<file path="config.mk">
export PLATFORM = sky130hd
export DESIGN_NAME = capture_frame_controller
export DESIGN_NICKNAME = d
export VERILOG_FILES = /design/src/rtl/capture_frame_controller.sv
export SDC_FILE = /design/constraint.sdc
export NUM_CORES = 1
export LEC_CHECK = 0
export CORE_MARGIN = 3
export CORE_UTILIZATION = 25
export DETAILED_ROUTE_END_ITERATION = 8
export DONT_BUFFER_PORTS = 1
export PLACE_DENSITY = 0.42
export SLEW_MARGIN = 10
export SYNTH_ARGS = -nofsm -noshare
export SYNTH_HDL_FRONTEND = slang
export SYNTH_SLANG_ARGS = --single-unit
</file>
<file path="constraint.sdc">
create_clock -name PCLK -period 4.1 [get_ports PCLK]
set_input_delay 0.82 -clock PCLK [delete_from_list [all_inputs] [get_ports PCLK]]
set_output_delay 0.82 -clock PCLK [all_outputs]
set_load 0.01 [all_outputs]
</file>
<file path="src/rtl/capture_frame_controller.sv">
// Frame capture sequencer for an OV7670 pixel stream: aligns to a frame boundary,
// turns pixel strobes into frame-RAM writes, and reports completion, geometry errors and frame count.
module capture_frame_controller #(
  parameter int H_PIX   = 160,
  parameter int V_LINES = 120,
  parameter int ADDR_W  = 15
) (
  input  logic              PCLK,
  input  logic              RST_N,
  input  logic              START,
  input  logic              CONTINUOUS,
  input  logic              ABORT,
  input  logic              VSYNC,
  input  logic              HREF,
  input  logic              PX_VALID,
  input  logic [7:0]        PX_DATA,
  output logic [7:0]        RAM_DATA,
  output logic [ADDR_W-1:0] RAM_ADDR,
  output logic              RAM_WE,
  output logic              BUSY,
  output logic              FRAME_DONE,
  output logic              FRAME_ERR,
  output logic [7:0]        FRAME_CNT
);

  localparam int COL_W = $clog2(H_PIX + 1);
  localparam int ROW_W = $clog2(V_LINES + 1);

  typedef enum logic [1:0] {IDLE, WAIT_VS, CAPTURE, DONE} state_t;

  state_t            state;
  logic              vs_q;
  logic              href_q;
  logic [COL_W-1:0]  col;
  logic [ROW_W-1:0]  row;
  logic [ADDR_W-1:0] line_base;

  logic             vs_fall, vs_rise, href_fall;
  logic             col_ok, row_ok, accept, clip;
  logic             line_close, short_line, row_short;
  logic [ROW_W-1:0] row_closed;

  always_comb begin
    vs_fall    = vs_q & ~VSYNC;
    vs_rise    = ~vs_q & VSYNC;
    href_fall  = href_q & ~HREF;
    col_ok     = (col < COL_W'(H_PIX));
    row_ok     = (row < ROW_W'(V_LINES));
    accept     = HREF & PX_VALID & col_ok & row_ok;
    clip       = HREF & PX_VALID & ~(col_ok & row_ok);
    line_close = href_fall & (col != '0);
    short_line = (col != COL_W'(H_PIX));
    // The row count used by the end-of-frame check must include a line closing in the same cycle.
    row_closed = (line_close && row_ok) ? row + 1'b1 : row;
    row_short  = (row_closed != ROW_W'(V_LINES));
  end

  always_ff @(posedge PCLK or negedge RST_N) begin
    if (!RST_N) begin
      state      <= IDLE;
      vs_q       <= 1'b0;
      href_q     <= 1'b0;
      col        <= '0;
      row        <= '0;
      line_base  <= '0;
      RAM_DATA   <= '0;
      RAM_ADDR   <= '0;
      RAM_WE     <= 1'b0;
      BUSY       <= 1'b0;
      FRAME_DONE <= 1'b0;
      FRAME_ERR  <= 1'b0;
      FRAME_CNT  <= '0;
    end else begin
      vs_q       <= VSYNC;
      href_q     <= HREF;
      RAM_WE     <= 1'b0;
      FRAME_DONE <= 1'b0;
      if (ABORT) begin
        state <= IDLE;
        BUSY  <= 1'b0;
      end else begin
        case (state)
          IDLE: begin
            if (START) begin
              state     <= WAIT_VS;
              BUSY      <= 1'b1;
              FRAME_ERR <= 1'b0;
              col       <= '0;
              row       <= '0;
              line_base <= '0;
            end
          end
          WAIT_VS: begin
            if (vs_fall) state <= CAPTURE;
          end
          CAPTURE: begin
            if (accept) begin
              RAM_WE   <= 1'b1;
              RAM_ADDR <= line_base + ADDR_W'(col);
              RAM_DATA <= PX_DATA;
              col      <= col + 1'b1;
            end
            if (line_close) begin
              col <= '0;
              row <= row_closed;
              if (row_ok) line_base <= line_base + ADDR_W'(H_PIX);
            end
            if (clip || (line_close && short_line) || (vs_rise && row_short))
              FRAME_ERR <= 1'b1;
            if (vs_rise) begin
              state      <= DONE;
              FRAME_DONE <= 1'b1;
              FRAME_CNT  <= FRAME_CNT + 1'b1;
            end
          end
          DONE: begin
            if (CONTINUOUS) begin
              state     <= WAIT_VS;
              col       <= '0;
              row       <= '0;
              line_base <= '0;
            end else begin
              state <= IDLE;
              BUSY  <= 1'b0;
            end
          end
        endcase
      end
    end
  end

endmodule

</file>
==> impl_summary.md, run 1 <==
Run status
The flow ran to the end, and the final reports show no timing, DRC or antenna violations.

Floorplan
The floorplan step set the die width to 120 um. For this configuration, the core starts out at a cell density of 25.7%. After floorplanning, the core was divided into 41 placement rows. The die is 120 um tall. Pin placement for this block handled 51 I/O pins. The floorplan die area is 14500 um2. The total area inside the core boundary comes to 12700 um2.

STA
Static timing analysis puts the maximum clock frequency at 0.386 GHz. Setup total negative slack on the finished layout was measured at 0 ps. Measured against its own limit, the worst slew margin works out to 47.4%. Setup violations remaining at the end of the flow were counted as 0. The final clock period utilization by the worst path is 63.2%. The count of endpoints failing hold in the final timing report is 0. Subtracting the final worst setup slack from the clock period gives 2590 ps.

The final number of max-transition violations is 0. Setup repair after global routing left no endpoint under its margin. The final clock skew is 9.51 ps. The transition time at the pin with the least slew margin is 786 ps.

Clock network
After clock tree synthesis, the clock-pin slew on the worst setup and hold paths is 60 ps. The number of cells upsized or downsized after cts is 0. The maximum buffer depth of the clock tree is 2. The sink count of the clock tree is 64. For the worst-skew pair, the clock arrives at the later sink with an insertion delay of 320 ps. TritonCTS built the clock tree. CTS built an H-tree with a depth of 3. The tree is rooted in a clkbuf_16.

Post-CTS timing repair inserted 0 buffers for setup. Buffers inserted to repair hold after CTS numbered 0. The number of clock buffers added by TritonCTS is 9.

Setup path
Data on the critical path is required at its endpoint by 4290 ps. The kind of end point of the critical path is a register. The category of the worst setup path launch point is a register. Of all nets on the critical path, the largest fanout is 11. The critical path class is register to register.

The critical path arrival is 2790 ps.

Finish
The post-layout instance count excluding filler cells is 522. Across the whole layout, storage elements account for 1600 um2. The final net count is 374. After filler insertion, the fill cell instance count of the layout stands at 1356. Summing all multi-input logic gate instances after layout gives 1590 um2. The area growth from synthesis to layout is 15.4%. At the end of the flow the core is filled with cells to 29.7%. In the final layout, the share of cells above drive strength 1 is 8.29%. The number of antenna diodes in the final layout is 0.

Detailed routing
The detail route stage leaves a number of antenna-violating nets equal to 0. For this run, the detailed router's first-pass iteration total came to 4. The average detailed-routed wire length per instance is 14.3 um. The number of vias per cell after detailed routing is 4.64. In this run, the number of DRC markers left after iteration 0 of detailed routing was 112. The detailed-route DRC error count is 0. For this block, the routed nets add up to 7.49 mm of wire.

Across all layers, the routed design uses 2423 vias.

Place
At the end of routability-driven placement, the weighted congestion stood at 0.740. Input and output buffers added on the ports amount to 0. The HPWL after detailed placement is 5.31 mm. The number of placed cells counting well taps is 506.

GRT
The global routing stage identified its most utilized layer as met2. The total overflow left after global routing is 0. The number of antenna violations at the first check in global routing is 0.

The aggregate global-route resource usage is 10.8%. The met1 layer usage reported by global route is 14.3%. The first global-routing pass estimated 12.5 mm of wire. Entering global routing, the biggest net connects 65 pins. The via count of the first global-routing pass is 2373. Global routing used 16.1% of the available met2 tracks. The routing usage on met3 is 4.77%.

Pwr
The total power per unit cell area is 589 nW/um2. The peak supply drop is 0.000202 V. The power after layout is 2230 uW. The leakage power figure is 0.00171 uW.

Synth
The total standard cell area after synthesis is 3270 um2. The most used flip-flop cell after synthesis is dfrtp_1. The cell count after synthesis came out at 346. In the synthesized netlist the async set-or-reset flop fraction comes to 100%. Synthesis inferred 64 register bits. Sorting the synthesized cells by area gives the leading types as dfrtp_1 49%, nand2_1 7.7%, xnor2_1 5.4%, ha_1 5.0%, o21ai_0 3.4%. The count of flip-flops with a built-in enable after synthesis is 0. The net count after synthesis is 375. After synthesis, the netlist uses 46 different library cells.

The largest area contributor in the synthesized netlist is dfrtp_1. The share of the Yosys chip area taken by registers is 48.9%. Dividing the synthesized area by the synthesized cell count gives 9.46 um2. The synthesized design devotes to its leading area cell type 48.9% of total area. The count of warnings emitted by yosys is 0.

Worst hold path
The worst hold path belongs to the class input port to asynchronous set/reset pin.

Flow run
Max-cap violations in this run came to 0.
[flip-flops by register name, summed over array words and instances (netlist names)]
register and flops:
line_base 10, state 2, FRAME_ERR 1, vs_q 1, col 8, FRAME_DONE 1, BUSY 1, RAM_DATA 8
RAM_ADDR 15, href_q 1, RAM_WE 1, FRAME_CNT 8, row 7
[cell families after synthesis]
family          Yosys count  synth area share [%]
simple gates            151                  22.3
fa+ha+maj                13                  4.97
xor+xnor                 29                  7.76
mux                       4                  1.30
compound gates           63                  12.1
buf+inv                  22                  2.60
flops                    64                  48.9
[layout by cell type (no fill, tap or decap), types with 3 or more instances in the layout]
master	instances
dfrtp_1	64
nand2_1	67
a21oi_1	17
nor3_1	9
o21ai_0	22
ha_1	13
xnor2_1	20
nor2_1	25
a22oi_1	3
and3_1	6
inv_1	8
clkbuf_16	9
or3_1	4
nand4_1	9
nand2b_1	6
a21o_1	3
xor2_1	9
nor4_1	5
nand3_1	7
[worst max-delay path, stage by stage (launching register included)]
cell      delay (ps)
dfrtp_1          420
inv_1            130
ha_1             410
inv_2            140
a2111o_1         480
a31oi_1          500
o21ai_0          200
nand2_1          110
o31ai_1           70
[synthesized netlist by cell type, types with 2 or more instances]
cell / count
nor2_1: 25
nand2b_1: 6
nor2b_1: 2
o31ai_1: 2
a31oi_1: 2
o311ai_0: 2
a21o_1: 3
o21ai_0: 22
or3_1: 4
mux2i_1: 2
a22oi_1: 3
nand3_1: 7
a21oi_1: 17
nand3b_1: 2
a32o_1: 2
inv_1: 8
dfrtp_1: 64
a41oi_1: 2
nor3_1: 9
nand4_1: 9
ha_1: 13
xnor2_1: 20
nor4_1: 5
buf_2: 2
clkbuf_1: 10
mux2_2: 2
o211ai_1: 2
or2_2: 2
and3_1: 6
xor2_1: 9
nand2_1: 67
[path summary, 6_finish.rpt]
check                             startpoint      endpoint  slack [ps]  cells past startpoint
min in group PCLK                      VSYNC          vs_q         520                      0
worst max-delay path                state[0]        col[4]        1510                      8
worst min-delay path                   RST_N  RAM_ADDR[12]         190                      0
worst min register to register  FRAME_CNT[7]  FRAME_CNT[7]         540                      1
worst max register to register      state[0]        col[4]        1510                      8
max in group asynchronous              RST_N        col[5]        3800                      0
[per-stage QoR]
stage          area (um2)  hold slack, ps  setup WS [ps]
5_1_grt              3780             168           1280
6_report             3780             192           1510
4_1_cts              3780             172           1470
3_3_place_gp         3440             527           1510
3_5_place_dp         3440             527           1480
2_1_floorplan        3270             499           1660
[routing by layer]
layer  vias up  share of wire (%)
met1      1166                 49
met2        52                 43
met4         0               0.65
met3         4                7.0
li1       1201                  -
met5         -                  0
[power by group]
group | internal [uW] | leakage (uW) | switching, uW | total [uW]
logic | 198 | 0.000677 | 297 | 496
clock network | 551 | 0.000155 | 289 | 839
registers | 740 | 0.000874 | 151 | 890
[layout make-up]
| cell class | count | share of cell area (%) |
|---|---|---|
| clock buffer | 10 | 6.33 |
| clock inverter | 6 | 2.45 |
| inverter | 9 | 0.895 |
| multi-input combinational | 260 | 42.0 |
| sequential | 64 | 42.4 |
| tap | 172 | 5.70 |
| timing repair buffer | 1 | 0.199 |
No activity file was read; power rests on OpenSTA's default activity.
==> inputs of run 2 (changes only) <==
--- a/config.mk
+++ b/config.mk
@@ -9,7 +9,7 @@
 export CORE_UTILIZATION = 25
 export DETAILED_ROUTE_END_ITERATION = 8
 export DONT_BUFFER_PORTS = 1
-export PLACE_DENSITY = 0.42
+export PLACE_DENSITY = 0.44
 export SLEW_MARGIN = 10
 export SYNTH_ARGS = -nofsm -noshare
 export SYNTH_HDL_FRONTEND = slang
==> constraint.sdc (replaced) <==
create_clock -name PCLK -period 2.33 [get_ports PCLK]
set_input_delay 0.466 -clock PCLK [delete_from_list [all_inputs] [get_ports PCLK]]
set_output_delay 0.466 -clock PCLK [all_outputs]
set_load 0.01 [all_outputs]
==> run 2 against run 1 <==
  * Final cell count up 4.8%
  * Register-to-register slack worse by 1400 ps
  * Via count up 4.0%
  * Sequential cell count unchanged
  * Largest power group is now clock
  * Critical path depth down 2
  * Critical path type unchanged
  * First-iteration DRC count up 39%
  * Maximum frequency up 15%
  * Sequential share of layout area down 2.7 points
  * Global-route usage up 0.29 points
  * Clock skew down 3.9 ps
==> impl_summary.md, run 2 (synthesis gave the netlist of run 1 again) <==
Finish
The area added between synthesis and finish is 23.3% (was 15.4%). The largest register by flop count is RAM_ADDR (unchanged). The final net count is 399 (was 374).

The commonest non-fill, non-tap cell in the layout is nand2_1 (unchanged). The diode insertion count for antenna repair is 0 (unchanged). Commonest non-fill, non-tap cells in the layout: 67 x nand2_1, 64 x dfrtp_1, 25 x nor2_1, 25 x buf_4, 22 x o21ai_0 (was 67 x nand2_1, 64 x dfrtp_1, 25 x nor2_1).

The fraction of layout cells with a size suffix above 1 is 16.8% (was 8.29%). Top flop regs: RAM_ADDR: 15 flops, line_base: 10 flops (unchanged). The flip-flop count of the largest register, all copies and words added is 15 (unchanged).

Pwr
The peak supply drop was 0.000411 V (was 0.000202 V). The leakage power figure is 0.00186 uW (was 0.00171 uW). The total power per unit cell area is 1060 nW/um2 (was 589 nW/um2). The power after layout is 4260 uW (was 2230 uW).

Setup path
The critical path class is register to register (unchanged). The critical path arrival is 2510 ps (was 2790 ps). The kind of end point of the critical path was a register (unchanged). The category of the worst setup path launch point was a register (unchanged). The endpoint of the worst register-to-register path is line_base[10] (was col[4]). The number of cells on the worst reg-to-reg path is 6 (was 8).

The required time reported for the critical path endpoint is 2590 ps (was 4290 ps). The flop-to-flop setup slack was 80 ps (was 1510 ps). The start of the worst register-to-register path is state[0] (unchanged). The highest fanout seen on the critical path was 5 (was 11).

Clock network
The sink count of the clock tree is 64 (unchanged). The maximum buffer depth of the clock tree is 2 (unchanged). The number of CTS-inserted buffers was 9 (unchanged).

The root buffer selected by CTS is clkbuf_16 (unchanged). The clock transition time at the flip-flop clock pins of the worst setup and hold paths is 50 ps (was 60 ps). The clock latency on the worst-skew pair is 330 ps (was 320 ps). The H-tree depth is 3 (unchanged). The TritonCTS clock tree is done (unchanged).

Worst hold path
The class of the tightest hold or removal check is input port to asynchronous set/reset pin (unchanged).

Detailed routing
The detailed-route wire length is 7.80 mm (was 7.49 mm). The number of vias per cell after detailed routing is 4.61 (was 4.64). The number of vias after detailed routing is 2519 (was 2423).

The detailed-routing iteration count for the pre-antenna-repair pass came to 4 (unchanged). The average detailed-routed wire length per instance is 14.3 um (about the same). The number of routed nets with antenna violations is 0 (unchanged). The iteration-0 DRC count of the detailed router is 156 (was 112). The detailed-route DRC error count is 0 (unchanged).

STA
The transition time at the pin with the least slew margin is 388 ps (was 786 ps). The clock period minus final worst setup slack was 2250 ps (was 2590 ps). The final clock skew is 5.59 ps (was 9.51 ps).

The max-slew headroom at the worst pin is 74.1% (was 47.4%). The fmax was 0.444 GHz (was 0.386 GHz). The count of endpoints failing hold in the final timing report is 0 (unchanged).

The final clock period utilization by the worst path is 96.7% (was 63.2%). The final number of max-transition violations is 0 (unchanged). The final total negative setup slack was 0 ps (unchanged). The number of setup violations in the final report is 0 (unchanged).

Floorplan
The area of the core is 12700 um2 (unchanged). The number of standard-cell rows in the floorplan came to 41 (unchanged). The vertical die dimension is 120 um (unchanged).

The floorplan die area came to 14500 um2 (unchanged). The starting density of the core is 25.7% (unchanged). The die width is 120 um (unchanged). The number of I/O pins is 51 (unchanged).

GRT
The wire length of the first global-routing pass came to 12.9 mm (was 12.5 mm). The number of antenna violations at the first check in global routing was 0 (unchanged). The aggregate global-route resource usage is 11.1% (was 10.8%). The via count of the first global-routing pass came to 2473 (was 2373). The largest net degree at the start of global routing is 65 (unchanged). The total global routing overflow is 0 (unchanged).

Place
The routability-driven placement congestion ratio is 0.837 (was 0.740). The HPWL after detailed placement is 5.50 mm (was 5.31 mm). The number of input and output port buffers inserted came to 0 (unchanged).

Run status
Status: finished, final reports clean (unchanged).

Flow run
The max capacitance violation total is 0 (unchanged).
[run 2: final cells by class]
cell class,instances,area [um2]
fill,1357,8690
multi-input combinational,260,1620
sequential,64,1600
clock buffer,9,225
timing repair buffer,26,215
tap,172,215
clock inverter,7,125
inverter,9,33.8
[run 2: worst max-delay path by stage]
stage / start / endpoint / slack (ps)
after detailed placement: state[1] / line_base[12] / 8
after floorplan: state[0] / line_base[14] / 60
after CTS: state[1] / line_base[12] / 3
after global placement: state[1] / line_base[12] / 80
after global routing: col[0] / FRAME_ERR / -20
final: state[0] / line_base[10] / 80
[run 2: through the flow]
stage / worst slack, ps / util [%] / cells / hold WS [ps] / cell area (um2)
4_1_cts: 3.13 / 31.2 / 542 / 22.4 / 3970
5_1_grt: -23.9 / 31.7 / 547 / 38.4 / 4040
3_5_place_dp: 7.84 / 28.2 / 525 / 173 / 3590
3_3_place_gp: 76.1 / 28.2 / 525 / 174 / 3590
6_report: 77.4 / 31.7 / 547 / 24.8 / 4040
2_1_floorplan: 64.1 / - / 346 / 170 / 3270
[run 2: what timing repair did]
action,in CTS,in global routing
setup buffers,0,5
resized for setup,0,9
endpoints found under the hold margin,64,0
hold buffers,1,0
endpoints found under the setup margin,0,4
[run 2: metal layers]
layer | global-route usage, % | part of all wire (%) | vias to the layer above
met1 | 15.3 | 49 | 1190
met4 | 3.90 | 1.5 | 0
met5 | 0 | 0 | -
li1 | - | - | 1260
met2 | 15.9 | 43 | 58
met3 | 4.26 | 7.1 | 11
[run 2: critical path, cell delays in order, from the launching register on]
cell and delay (ps):
dfrtp_1 420, buf_4 150, ha_1 220, or4_4 540, or3_4 410, or3_4 340
a21oi_2 110
[run 2: where the power goes]
group          leakage [uW]  switching [uW]  internal [uW]
clock network      0.000171             530           1060
registers          0.000874             233           1300
logic              0.000812             622            519
==> inputs of run 3 (changes only) <==
--- a/config.mk
+++ b/config.mk
@@ -6,10 +6,10 @@
 export NUM_CORES = 1
 export LEC_CHECK = 0
 export CORE_MARGIN = 3
-export CORE_UTILIZATION = 25
+export CORE_UTILIZATION = 30
 export DETAILED_ROUTE_END_ITERATION = 8
 export DONT_BUFFER_PORTS = 1
-export PLACE_DENSITY = 0.44
+export PLACE_DENSITY = 0.49
 export SLEW_MARGIN = 10
 export SYNTH_ARGS = -nofsm -noshare
 export SYNTH_HDL_FRONTEND = slang
==> run 3 against run 2 <==
  * Global-route usage is 2.0 points higher
  * First-iteration DRC count is 71% higher
  * Combinational power hardly changed
  * Critical path type unchanged
  * Largest cell class unchanged
==> impl_summary.md, run 3 (synthesis gave the netlist of run 1 again) <==
Clock network
The clock latency on the worst-skew pair is 350 ps (was 330 ps). The number of CTS-inserted buffers is 9 (unchanged). The clock transition time at the flip-flop clock pins of the worst setup and hold paths is 80 ps (was 50 ps). The sink count of the clock tree is 64 (unchanged). The maximum buffer depth of the clock tree is 2 (unchanged). The H-tree depth is 3 (unchanged). The TritonCTS clock tree is done (unchanged). The root buffer selected by CTS is clkbuf_8 (was clkbuf_16).

Finish
The area added between synthesis and finish is 18.0% (was 23.3%). Commonest non-fill, non-tap cells in the layout: 67 x nand2_1, 64 x dfrtp_1, 25 x nor2_1 (was 67 x nand2_1, 64 x dfrtp_1, 25 x nor2_1, 25 x buf_4, 22 x o21ai_0). The diode insertion count for antenna repair came to 0 (unchanged).

Top flop regs: RAM_ADDR: 15 flops, line_base: 10 flops (unchanged). The final design area excluding fillers is 3860 um2 (was 4040 um2). The final net count is 399 (unchanged). The number of filler cells placed in the layout came to 1078 (was 1357). The commonest non-fill, non-tap cell in the layout was nand2_1 (unchanged).

The largest register by flop count was RAM_ADDR (unchanged). The fraction of layout cells with a size suffix above 1 is 16.0% (was 16.8%). The flip-flop count of the largest register, all copies and words added is 15 (unchanged).

Detailed routing
The number of vias per cell after detailed routing came to 4.89 (was 4.61). The detailed-route wire length came to 7.56 mm (was 7.80 mm). The number of vias after detailed routing is 2499 (was 2519). The detailed-route DRC error count is 0 (unchanged). The average detailed-routed wire length per instance is 14.8 um (was 14.3 um).

The number of routed nets with antenna violations is 0 (unchanged). The iteration-0 DRC count of the detailed router is 266 (was 156). The detailed-routing iteration count for the pre-antenna-repair pass is 4 (unchanged).

Setup path
The maximum single-stage delay on the critical path is 540 ps (about the same). The slowest cell on the critical path was or4_4 (unchanged). The critical path arrival came to 2520 ps (was 2510 ps). The category of the worst setup path launch point was a register (unchanged). The required time reported for the critical path endpoint came to 2610 ps (was 2590 ps).

The critical path class was register to register (unchanged). The family with the most delay on the worst path is simple AND/OR/NAND/NOR gates (unchanged). The kind of end point of the critical path is a register (unchanged). The buffer and inverter count on the worst path is 1 (unchanged). Sequence of cells on the critical path: buf_4 -> ha_1 -> or4_4 -> or3_4 -> or3_1 -> a21oi_1 (was buf_4 -> ha_1 -> or4_4 -> or3_4 -> or3_4 -> a21oi_2). The highest fanout seen on the critical path came to 4 (was 5).

STA
The transition time at the pin with the least slew margin is 436 ps (was 388 ps). The fmax is 0.447 GHz (was 0.444 GHz). The clock period minus final worst setup slack is 2240 ps (was 2250 ps). The post-route worst hold slack is 136 ps (was 24.8 ps). The final total negative setup slack is 0 ps (unchanged). The max-slew headroom at the worst pin is 70.7% (was 74.1%). Setup repair after global routing left no endpoint under its margin.

The final clock skew is 10.1 ps (was 5.59 ps). The number of setup violations in the final report is 0 (unchanged). The final clock period utilization by the worst path is 96.0% (was 96.7%). The final number of max-transition violations is 0 (unchanged).

The count of endpoints failing hold in the final timing report was 0 (unchanged).

Pwr
The total power per unit cell area is 977 nW/um2 (was 1060 nW/um2). The peak supply drop is 0.000457 V (was 0.000411 V). The power after layout was 3770 uW (was 4260 uW). The leakage power figure came to 0.00179 uW (was 0.00186 uW).

GRT
The largest net degree at the start of global routing is 65 (unchanged). The total global routing overflow is 0 (unchanged). The wire length of the first global-routing pass is 13.0 mm (was 12.9 mm). The via count of the first global-routing pass is 2586 (was 2473). The number of antenna violations at the first check in global routing is 0 (unchanged). The aggregate global-route resource usage is 13.1% (was 11.1%).

Worst hold path
The class of the tightest hold or removal check is input port to register (was input port to asynchronous set/reset pin).

Floorplan
The die width was 110 um (was 120 um). The vertical die dimension is 110 um (was 120 um). The starting density of the core came to 31.3% (was 25.7%). The number of I/O pins came to 51 (unchanged). The area of the core came to 10500 um2 (was 12700 um2). The floorplan die area is 12200 um2 (was 14500 um2). The number of standard-cell rows in the floorplan is 37 (was 41).

Flow run
The max capacitance violation total came to 0 (unchanged).

Place
The routability-driven placement congestion ratio came to 0.815 (was 0.837). The total cell area at the placement stage was 3540 um2 (was 3590 um2). The HPWL after detailed placement is 5.33 mm (was 5.50 mm). The number of input and output port buffers inserted was 0 (unchanged).

Run status
Status: finished, final reports clean (unchanged).
## run 3: changes by cell type in the layout (fill, tap and decap cells not counted), sizes merged
| cell | delta |
|---|---|
| clkinv | +1 |
| bufinv | -1 |
| buf | -1 |
| inv | -1 |
| dlygate4sd3 | +1 |
| clkinvlp | +1 |
## run 3: what timing repair did
item                       4_1_cts  5_1_grt
hold endpoints to repair        64        0
setup endpoints to repair        0        4
buffers inserted                 0        4
gates resized for setup          0        8
hold buffers                     2        0
## run 3: area by class of cell
type | count | area (um2) | share of cell area, %
repair buffers | 26 | 218 | 5.63
inverters | 9 | 33.8 | 0.874
clock buffers | 9 | 124 | 3.21
flip-flops and latches | 64 | 1600 | 41.5
multi-input cells | 260 | 1610 | 41.8
clock inverters | 7 | 103 | 2.66
well taps | 136 | 170 | 4.40
## run 3: through the flow
step           setup WS, ps  std cells  utilization (%)
3_5_place_dp           48.4        489             33.9
6_report               92.8        511             36.9
2_1_floorplan          64.1        346                -
3_3_place_gp           80.6        489             33.9
5_1_grt                13.5        511             36.9
4_1_cts                31.9        507             36.4
## run 3: per-layer routing
metal,vias to the layer above,global-route usage [%],part of all wire [%]
met4,0,5.42,2.3
met2,57,19.5,44
met5,-,0,0
met1,1167,17.1,48
met3,17,4.88,6.2
li1,1258,-,-
## run 3: final timing paths
path | start | end | slack, ps | cells past startpoint
min | VSYNC | vs_q | 140 | 0
max | state[0] | line_base[10] | 90 | 6
min reg2reg | FRAME_CNT[7] | FRAME_CNT[7] | 540 | 1
max in group asynchronous | RST_N | col[4] | 1400 | 2
max reg2reg | state[0] | line_base[10] | 90 | 6
min in group asynchronous | RST_N | RAM_ADDR[7] | 650 | 2
## run 3: power by group
part,switching [uW],leakage [uW],internal (uW),total [uW]
Clock,492,0.000110,613,1110
Combinational,617,0.000809,525,1140
Sequential,228,0.000874,1300,1530
Total,1340,0.00179,2440,3770
